[config.mk]
export PLATFORM = sky130hd
export DESIGN_NAME = imem_loader
export DESIGN_NICKNAME = d
export VERILOG_FILES = /design/src/rtl/imem_loader.sv
export SDC_FILE = /design/constraint.sdc
export NUM_CORES = 1
export LEC_CHECK = 0
export CAP_MARGIN = 20
export CORE_ASPECT_RATIO = 0.75
export CORE_MARGIN = 2
export CORE_UTILIZATION = 38
export CTS_BUF_LIST = sky130_fd_sc_hd__clkbuf_16
export DETAILED_ROUTE_END_ITERATION = 16
export HOLD_SLACK_MARGIN = 0.15
export SYNTH_ARGS = -nofsm -noshare
export SYNTH_HDL_FRONTEND = slang
export SYNTH_SLANG_ARGS = --single-unit
[constraint.sdc]
create_clock -name clk -period 4 [get_ports clk]
set_input_delay 0.4 -clock clk [delete_from_list [all_inputs] [get_ports clk]]
set_output_delay 0.4 -clock clk [all_outputs]
set_load 0.005 [all_outputs]
[src/rtl/imem_loader.sv]
// rtl/imem_loader.sv - boot loader: framed byte stream into word-indexed instruction memory
module imem_loader #(
  parameter int ADDR_WIDTH = 6,
  parameter int DEPTH      = 64
) (
  input  logic                  clk,
  input  logic                  reset,
  input  logic                  start,
  input  logic                  in_valid,
  input  logic [7:0]            in_data,
  output logic                  in_ready,
  output logic                  mem_we,
  output logic [ADDR_WIDTH-1:0] mem_addr,
  output logic [31:0]           mem_wdata,
  output logic                  core_reset,
  output logic                  done,
  output logic                  error,
  output logic [15:0]           words_loaded
);

  typedef enum logic [2:0] {IDLE, HDR0, HDR1, LOAD, CSUM, DONE, ERROR} state_t;

  localparam logic [16:0] DEPTH_W = 17'(DEPTH);

  state_t      state, next_state;
  logic [15:0] cnt;
  logic [1:0]  byte_idx;
  logic [7:0]  csum;
  logic [23:0] word_lo;
  logic        xfer;
  logic        last_byte;
  logic        restart;
  logic [15:0] hdr_cnt;

  assign xfer      = in_valid & in_ready;
  assign hdr_cnt   = {in_data, cnt[7:0]};
  // words_loaded already counts every completed word, so the frame ends on byte 3 of word cnt-1
  assign last_byte = (byte_idx == 2'd3) && ((words_loaded + 16'd1) == cnt);
  assign restart   = start && (state == IDLE || state == DONE || state == ERROR);

  always_comb begin
    next_state = state;
    in_ready   = 1'b0;
    case (state)
      IDLE:  if (start) next_state = HDR0;
      HDR0: begin
        in_ready = 1'b1;
        if (xfer) next_state = HDR1;
      end
      HDR1: begin
        in_ready = 1'b1;
        if (xfer) begin
          if (hdr_cnt == 16'd0 || {1'b0, hdr_cnt} > DEPTH_W) next_state = ERROR;
          else next_state = LOAD;
        end
      end
      LOAD: begin
        in_ready = 1'b1;
        if (xfer && last_byte) next_state = CSUM;
      end
      CSUM: begin
        in_ready = 1'b1;
        if (xfer) next_state = (in_data == csum) ? DONE : ERROR;
      end
      DONE:    if (start) next_state = HDR0;
      ERROR:   if (start) next_state = HDR0;
      default: next_state = IDLE;
    endcase
  end

  always_ff @(posedge clk or posedge reset) begin
    if (reset) begin
      state        <= IDLE;
      cnt          <= '0;
      byte_idx     <= '0;
      csum         <= '0;
      word_lo      <= '0;
      mem_we       <= 1'b0;
      mem_addr     <= '0;
      mem_wdata    <= '0;
      words_loaded <= '0;
      core_reset   <= 1'b1;
      done         <= 1'b0;
      error        <= 1'b0;
    end else begin
      state  <= next_state;
      mem_we <= 1'b0;
      done   <= (next_state == DONE);
      error  <= (next_state == ERROR);
      // core leaves reset one cycle after DONE is entered, and re-enters it on any restart
      core_reset <= !(next_state == DONE && state == DONE);
      if (mem_we) mem_addr <= mem_addr + 1'b1;
      if (xfer && state == HDR0) cnt[7:0]  <= in_data;
      if (xfer && state == HDR1) cnt[15:8] <= in_data;
      if (xfer && state == LOAD) begin
        csum     <= csum ^ in_data;
        byte_idx <= byte_idx + 2'd1;
        case (byte_idx)
          2'd0: word_lo[7:0]   <= in_data;
          2'd1: word_lo[15:8]  <= in_data;
          2'd2: word_lo[23:16] <= in_data;
          default: begin
            mem_wdata    <= {in_data, word_lo};
            mem_we       <= 1'b1;
            words_loaded <= words_loaded + 16'd1;
          end
        endcase
      end
      if (restart) begin
        csum         <= '0;
        byte_idx     <= '0;
        words_loaded <= '0;
        mem_addr     <= '0;
      end
    end
  end

endmodule
After elaboration in Yosys (flattened, before gate mapping)
Cells that the tools add are included.
Widths: inputs -> output; s select.
{"block": "word_totals", "regBits": 111, "out_inout_bits": 59, "inputBits": 12, "word_cells": 80}
{"block": "classes", "n_eq_ne": 14, "muxes": 20, "bitwise_logic": 3, "magnitude_cmp": 1, "n_addsub": 3, "reduce_logical": 24}
{"cell": "$mux 16", "n": 3}
{"cell": "$mux 3", "n": 6}
{"cell": "$add 16x1->16 const B", "n": 1}
{"cell": "$eq 16x16->1", "n": 1}
{"cell": "$gt 16x7->1 const B", "n": 1}
{"cell": "$logic_not 16->1", "n": 1}
{"cell": "$mux 8", "n": 2}
{"cell": "$eq 3x3->1 const B", "n": 5}
{"cell": "$pmux 3 s5", "n": 1}
{"cell": "$mux 6", "n": 2}
{"cell": "$reduce_and 2->1", "n": 5}
{"cell": "$eq 8x8->1", "n": 1}
{"cell": "$xor 8x8->8", "n": 1}
{"cell": "$logic_and 1x1->1", "n": 7}
{"cell": "$add 6x1->6 const B", "n": 1}
{"cell": "$eq 3x2->1 const B", "n": 2}
{"cell": "$mux 2", "n": 3}
{"cell": "$reduce_or 3->1", "n": 2}
{"cell": "$eq 2x2->1 const B", "n": 2}
{"cell": "$reduce_bool 2->1", "n": 2}
{"cell": "$reduce_or 4->1", "n": 1}
{"cell": "$eq 3x1->1 const B", "n": 1}
{"cell": "$logic_not 3->1", "n": 1}
{"cell": "$logic_or 1x1->1", "n": 3}
{"cell": "other kinds (8)", "n": 10}

Logic depth before layout (Yosys ltp)
Gate-level depths: netlist of run 1.
{"block": "depth", "depth_word": 10, "depth_mapped": 8, "depth_no_buf": 7}

Worst setup path before layout of run 1
OpenSTA, ideal clock, no wires.
{"block": "synth_path", "path_kind": "reg-to-reg", "startpoint": "register words_loaded[5]", "endpoint": "register error", "n_path_buf": 1, "synth_period_minus_slack_ns": 2.451, "t_arrival_ns": 2.371, "required_time_ns": 3.921, "slack_ns": 1.549, "setup_time_ns": 0.079, "path_stages_with_launch": 8, "path_cell_list": "dfrtp_1 -> buf_2 -> nand3_2 -> or4_1 -> o21ai_0 -> or4b_1 -> or4b_4 -> a21oi_1"}
{"block": "synth_between", "elab_chain_len": 7}
{"item": "start, declared", "line_no": "18", "rtl": "output logic [15:0] words_loaded"}
{"item": "start signal, assigned", "line_no": "105", "rtl": "words_loaded <= words_loaded + 16'd1;"}
{"item": "$add 16x1->16", "line_no": "38", "rtl": "assign last_byte = (byte_idx == 2'd3) && ((words_loaded + 16'd1) == cnt);"}
{"item": "$eq 16x16->1", "line_no": "38"}
{"item": "$logic_and 1x1->1", "line_no": "38"}
{"item": "$logic_and 1x1->1", "line_no": "59", "rtl": "if (xfer && last_byte) next_state = CSUM;"}
{"item": "$mux 3", "line_no": "59"}
{"item": "$pmux 3 s5", "line_no": "44", "rtl": "case (state)"}
{"item": "$eq 3x3->1", "line_no": "89", "rtl": "error <= (next_state == ERROR);"}
{"item": "end signal, assigned", "line_no": "89"}
{"item": "end, declared", "line_no": "17", "rtl": "output logic error,"}
No other way between the ends.
A chain may end at the register's enable or synchronous reset.

Worst setup path after layout of run 1
{"block": "layout_path", "startpoint": "register words_loaded[0]", "endpoint": "register done"}
{"block": "layout_between", "elab_chain_len": 7}
{"item": "$add 16x1->16", "line_no": "38"}
{"item": "$eq 16x16->1", "line_no": "38"}
{"item": "$logic_and 1x1->1", "line_no": "38"}
{"item": "$logic_and 1x1->1", "line_no": "59"}
{"item": "$mux 3", "line_no": "59"}
{"item": "$pmux 3 s5", "line_no": "44"}
{"item": "$eq 3x3->1", "line_no": "88", "rtl": "done <= (next_state == DONE);"}
{"item": "end signal, assigned", "line_no": "88"}
{"item": "end, declared", "line_no": "16", "rtl": "output logic done,"}
No other way between the ends.

==> out/results.tsv, run 1 <==
stage	metric	value	unit
timing	skew	0.007522	ns
yosys	synth_cell_type_count	54	
yosys	yosys.area.top_type	dfrtp_1	
yosys	ys.flop_type	dfrtp_1	
floorplan	core	13750	µm²
worst_setup_path	worst_setup_path_start_kind	register	
cells_and_area	nets	593	
drt	top_layer	met4	
cells_and_area	fillCellCount	1270	
worst_setup_path	cp_num_buf_inv	0	
cells_and_area	n_antenna_cell	0	
drt	wl_met1	6.200	mm
yosys	yosysTopAreaCellShare	51.46	%
pwr	switching_share	31.39	%
yosys	synth_edf_count	0	
place	place.gp.congestion	0.8284	
yosys	async_flop_share	100.0	%
drt	routed_wl	12.16	mm
place	post_dp_cell_area	6202	µm²
clock_network	cts_sinks	111	
clock_network	ctsHtreeMaxLevel	3	
timing	hold_viol_final	0	
clock_network	worst_skew_pair.late_latency	0.35	ns
pwr	seqPwrFrac	47.0	%
timing	fin_crit	2.788	ns
global_routing	grt_pass1_vias	3962	
run	cap_violations	0	
cells_and_area	stdcell_area	6507	µm²
floorplan	placementRows	37	
global_routing	antenna_found_initial	0	
worst_setup_path	slowest_delay	0.52	ns
timing	worstMarginPinSlew	0.8475	ns
worst_setup_path	cpMaxStageDelayCell	or4b_4	
place	place_hpwl	8.268	mm
pwr	ir_drop	233.7	µV
global_routing	grt_max_degree	60	
drt	ant_nets	0	
timing	setup_tns	0	ns
timing	setup_violations	0	
worst_setup_path	worstPathMaxFanout	8	
timing	maxSlewViolCount	0	
worst_setup_path	crit_family	simple AND/OR/NAND/NOR gates	
yosys	syn_inst	520	
floorplan	die_h	106.7	µm
global_routing	overflow	0	
clock_network	cts_tree	yes	
cells_and_area	multi_input_area	2402	µm²
worst_hold_path	hold_path.class	register to register	
floorplan	dieArea	15050	µm²
timing	max_freq	358.7	MHz
worst_setup_path	critPathKind	register to register	
yosys	synth_area_per_cell	10.29	µm²
place	placed_cells	738	
yosys	syn_area	5349	µm²
drt	wl_met2	5.172	mm
timing	period_share	69.70	%
cells_and_area	layout_commonest_cell	dfrtp_1	
clock_network	path_clk_slew	0.07	ns
clock_network	post_cts_resized	0	
pwr	switching_power	1.091	mW
outcome	outcome	complete, no violations	
clock_network	root_buffer	clkbuf_16	
pwr	p_leak	2.890	nW
drt	routed_via_density	5.221	
drt	post_drt_wl_per_cell	16.12	µm
drt	vias	3937	
drt	drc	0	
timing	layout_setup_ws	1.212	ns
clock_network	cts_buffers	9	
yosys	synth_seq_cells	111	
pwr	clock_power_share	26.8	%
floorplan	initial_core_util	38.90	%
floorplan	die_w	141.0	µm
cells_and_area	finalNonFillerCells	754	
clock_network	clockBufferDepth	2	
cells_and_area	area_growth	21.66	%
place	dp_slack	1.249	ns
pwr	total_power	3.477	mW
drt	drt_iter0_drc	288	
global_routing	grt.total_usage	17.17	%
worst_setup_path	cp-end-kind	register	
timing	rsz0062_at_grt	no	
drt	firstDrtPassIters	5	
floorplan	ios	71	
clock_network	cts_setup_buffers	0	
pwr	powerDensity	534.3	nW/µm²
drt	wl_met3	572	µm
yosys	synth_seq_area_share	51.95	%
place	port_buffers	70	
yosys	synth_area_leaders	dfrtp_1 51%, mux2_2 10%, nand2_1 7.3%	
worst_setup_path	cp.required	4.28	ns
timing	slew_headroom	43.50	%
yosys	synth_fp_nets	539	
global_routing	grt_pass1_wl	20.44	mm
worst_setup_path	crit_chain	ha_1 -> nand3_1 -> nor4_1 -> o22ai_1 -> a2111oi_0 -> or4b_4 -> a21oi_1	
worst_setup_path	critPathArrivalTime	3.06	ns
clock_network	ctsHoldBuffers	0	
cells_and_area	mostFrequentLayoutCells	110 x dfrtp_1, 104 x nand2_1, 70 x clkdlybuf4s50_1	
cells_and_area	layout-drive-gt1-share	13.64	%
pwr	internal-power	2.385	mW
yosys	yosys_warnings	0	
cells_and_area	layout.area.seq	2779	µm²
pwr	power_frac_comb	26.2	%
[final timing paths]
| check | from | to | slack (ns) | depth (start not counted) |
|---|---|---|---|---|
| setup / recovery | words_loaded[0] | done | 1.21 | 7 |
| hold / removal | word_lo[23] | mem_wdata[23] | 0.47 | 2 |
| setup reg to reg | words_loaded[0] | done | 1.21 | 7 |
| hold reg to reg | word_lo[23] | mem_wdata[23] | 0.47 | 2 |
| max in group asynchronous | reset | core_reset | 2.70 | 3 |
| min in group asynchronous | reset | cnt[12] | 0.51 | 2 |
[sequential cells by signal (all words and copies together) (netlist names)]
| signal | count |
|---|---|
| csum | 8 |
| word_lo | 24 |
| done | 1 |
| mem_addr | 6 |
| words_loaded | 16 |
| error | 1 |
| cnt | 16 |
| mem_we | 1 |
| core_reset | 1 |
| mem_wdata | 32 |
| state | 3 |
| byte_idx | 2 |
[power groups by stage]
stage	combinational (mW)	sequential (mW)	clock [mW]
floorplan	0.684	1.56	0
global placement	0.894	1.64	0
detailed placement	0.917	1.66	0
CTS	0.925	1.63	0.956
global route	1.02	1.68	0.998
finish	0.910	1.64	0.931
[per-layer routing]
layer  track usage (%)  vias to the layer above
met5                 0                        -
met4             6.286                        0
met3             3.930                       23
met2             24.43                      110
met1             25.53                     1928
li1                  -                     1876
[metrics by stage]
step	utilization (%)	hold WS (ns)
6_report	47.33	0.4691
5_1_grt	47.33	0.4896
4_1_cts	47.33	0.4744
3_5_place_dp	45.11	0.4589
3_3_place_gp	45.11	0.4460
2_1_floorplan	-	0.4331
[Yosys cell counts (2+ instances only)]
library cell	count
dfrtp_1	110
nand2_1	104
mux2_2	49
nor2_1	34
xor2_1	30
clkbuf_1	25
xnor2_1	22
a21oi_1	16
o21ai_0	12
nand4_1	10
nor3_1	10
inv_1	9
nand3_1	8
nor4_1	8
ha_1	7
or3_1	6
buf_2	5
nor3b_1	4
and2_1	3
buf_1	3
a211oi_1	2
a22oi_1	2
a31oi_1	2
and3_1	2
and4b_1	2
mux2i_1	2
nand2b_1	2
nand4b_1	2
nor2b_1	2
o21a_1	2
or4_1	2
[final cells by class]
cell class	instances	area share [%]
clock buffers	9	3.461
clock inverters	7	1.231
inverters	9	0.5576
multi-input cells	366	36.92
flip-flops and latches	111	42.70
well taps	175	3.365
repair buffers	77	11.77
[tightest hold or removal path, stage by stage (launching register included)]
cell and delay, ns:
dfrtp_1 0.34, nand2_1 0.05, nand2_1 0.05
[logic make-up after synthesis]
group,after synthesis,share of synthesized area (%)
xor+xnor,52,8.514
fa+ha+maj,7,1.637
simple gates,209,18.57
buf+inv,43,3.205
compound gates,47,5.427
flops,111,51.95
mux,51,10.69
Power figures use the tool's default switching activity.
==> inputs of run 2 (changes only) <==
- clock period: 4 -> 2.55 ns (I/O delays scaled with it)
==> run 2 against run 1 <==
Net effect: wire length up 10%; final area is 5.8% higher; register-to-register slack got worse by 1.1 ns; sequential power increased by 52%; first-iteration DRC count decreased by 32%; critical path type unchanged; highest routed layer unchanged.
==> out/results.tsv, run 2 (synthesis results as in run 1) <==
stage	metric	value	unit	change
place	post_dp_cell_area	6496	µm²	+4.7%
drt	drc	0		unchanged
worst_setup_path	cpMaxStageDelayCell	or4_4		
run	cap_violations	0		unchanged
drt	routed_wl	13.41	mm	+10%
pwr	powerDensity	808.3	nW/µm²	+51%
outcome	outcome	complete, no violations		
clock_network	path_clk_slew	0.08	ns	about the same
global_routing	grt_pass1_wl	21.89	mm	+7.1%
cells_and_area	top_register	mem_wdata		
place	port_buffers	70		unchanged
worst_setup_path	worst_setup_path_start_kind	register		
timing	setup_tns	0	ns	unchanged
clock_network	ctsHtreeMaxLevel	3		unchanged
timing	skew	0.01247	ns	+0.004948 ns
floorplan	die_w	141.0	µm	unchanged
pwr	ir_drop	433.2	µV	+85%
global_routing	grt_pass1_vias	4098		+3.4%
worst_hold_path	hold_path.class	input port to asynchronous set/reset pin		
worst_setup_path	crit_chain	nand4_2 -> or4_4 -> o21ai_0 -> or4b_4 -> or4b_4 -> a21oi_1		
drt	drt_iter0_drc	196		-32%
worst_setup_path	r2r_start	words_loaded[1]		
pwr	total_power	5.563	mW	+60%
cells_and_area	area_growth	28.68	%	
timing	slew_headroom	69.26	%	+26 points
floorplan	core	13750	µm²	unchanged
cells_and_area	reg_top3	mem_wdata (32), word_lo (24)		
drt	post_drt_wl_per_cell	16.86	µm	+4.6%
floorplan	placementRows	37		unchanged
place	place.gp.congestion	0.8036		-3.0%
timing	worstMarginPinSlew	0.4569	ns	-0.3906 ns
clock_network	cts_tree	yes		
worst_setup_path	critPathKind	register to register		
timing	period_share	96.58	%	+27 points
place	place_hpwl	9.509	mm	+15%
floorplan	initial_core_util	38.90	%	unchanged
worst_setup_path	cp.required	2.83	ns	-1.45 ns
worst_setup_path	cpMostUsedCell	or4b_4		
cells_and_area	layout_commonest_cell	dfrtp_1		
timing	maxSlewViolCount	0		unchanged
floorplan	ios	71		unchanged
timing	hold_viol_final	0		unchanged
cells_and_area	largest_reg_flops	32		unchanged
drt	firstDrtPassIters	6		+1
clock_network	worst_skew_pair.late_latency	0.36	ns	about the same
global_routing	antenna_found_initial	0		unchanged
timing	fin_crit	2.463	ns	-0.3251 ns
pwr	p_leak	3.123	nW	+8.1%
drt	ant_nets	0		unchanged
clock_network	clockBufferDepth	2		unchanged
global_routing	grt.total_usage	18.73	%	+1.6 points
worst_setup_path	cp-end-kind	register		
cells_and_area	layout-drive-gt1-share	20.65	%	+7.0 points
cells_and_area	n_antenna_cell	0		unchanged
timing	max_freq	406.0	MHz	+13%
worst_setup_path	r2r_end	done		
cells_and_area	stdcell_area	6883	µm²	+5.8%
global_routing	grt_max_degree	80		+33%
place	dp_slack	-0.02061	ns	-1.270 ns
worst_setup_path	worstPathMaxFanout	3		-5
cells_and_area	nets	634		+6.9%
clock_network	root_buffer	clkbuf_16		
clock_network	cts_buffers	9		unchanged
floorplan	die_h	106.7	µm	unchanged
worst_setup_path	r2r_slack	0.09	ns	-1.12 ns
worst_setup_path	slowest_delay	0.55	ns	+0.03 ns
timing	layout_setup_ws	0.08709	ns	-1.125 ns
worst_setup_path	critPathArrivalTime	2.74	ns	-0.32 ns
floorplan	dieArea	15050	µm²	unchanged
drt	routed_via_density	5.125		-1.9%
worst_setup_path	ff2ff_path_depth	6		-1
global_routing	overflow	0		unchanged
clock_network	ctsHoldBuffers	0		unchanged
clock_network	cts_sinks	111		unchanged
cells_and_area	mostFrequentLayoutCells	110 x dfrtp_1, 104 x nand2_1, 70 x clkdlybuf4s50_1		
timing	setup_violations	0		unchanged
drt	vias	4074		+3.5%
[run 2: cell count changes in the layout (fill, tap and decap cells not counted), sizes merged]
cell / before / now
inv: 13 / 10
buf: 7 / 48
clkinv: 2 / 3
clkinvlp: 0 / 2
[run 2: through the flow]
| stage | hold slack (ns) | utilization, % | std cells |
|---|---|---|---|
| finish | 0.3858 | 50.06 | 795 |
| global route | 0.4152 | 50.06 | 795 |
| CTS | 0.3941 | 49.60 | 793 |
| detailed placement | 0.4527 | 47.25 | 777 |
| global placement | 0.4508 | 47.25 | 777 |
| floorplan | 0.3960 | - | 520 |
[run 2: where the power goes]
group          internal (mW)  switching, mW
Sequential              2.17          0.319
Combinational          0.862          0.738
Clock                  0.774          0.695
Total                   3.81           1.75
[run 2: routing by layer]
layer / vias to the layer above / track usage, % / part of all wire [%]
li1: 1955 / - / -
met1: 2033 / 26.88 / 49
met2: 73 / 28.68 / 45
met3: 13 / 4.466 / 4.3
met4: 0 / 4.857 / 1.1
met5: - / 0 / 0
[run 2: timing repair]
item / 4_1_cts / 5_1_grt
buffers inserted: 0 / 2
gates cloned: 0 / 0
gates resized for setup: 3 / 10
endpoints found under the setup margin: 2 / 4
[run 2: final cells by class]
type,count,area (µm²)
flip-flops and latches,111,2779
repair buffers,118,1074
fillers,1243,6867
multi-input cells,366,2469
well taps,175,219.0
inverters,9,37.54
clock buffers,9,225.2
clock inverters,7,80.08
[run 2: worst max-delay path, delay by kind of cell (launching register included)]
family | cells | cell delay, ns
compound gates | 2 | 0.25
simple gates | 4 | 1.74
flops | 1 | 0.40
[run 2: how the worst max path moves through the flow]
| stage | startpoint | end | slack (ns) |
|---|---|---|---|
| floorplan | words_loaded[5] | error | 0.1 |
| global placement | words_loaded[1] | state[0] | 0.09 |
| detailed placement | words_loaded[0] | done | -0.02 |
| CTS | words_loaded[0] | state[0] | 0.03 |
| global route | words_loaded[1] | error | -0.01 |
| finish | words_loaded[1] | done | 0.09 |
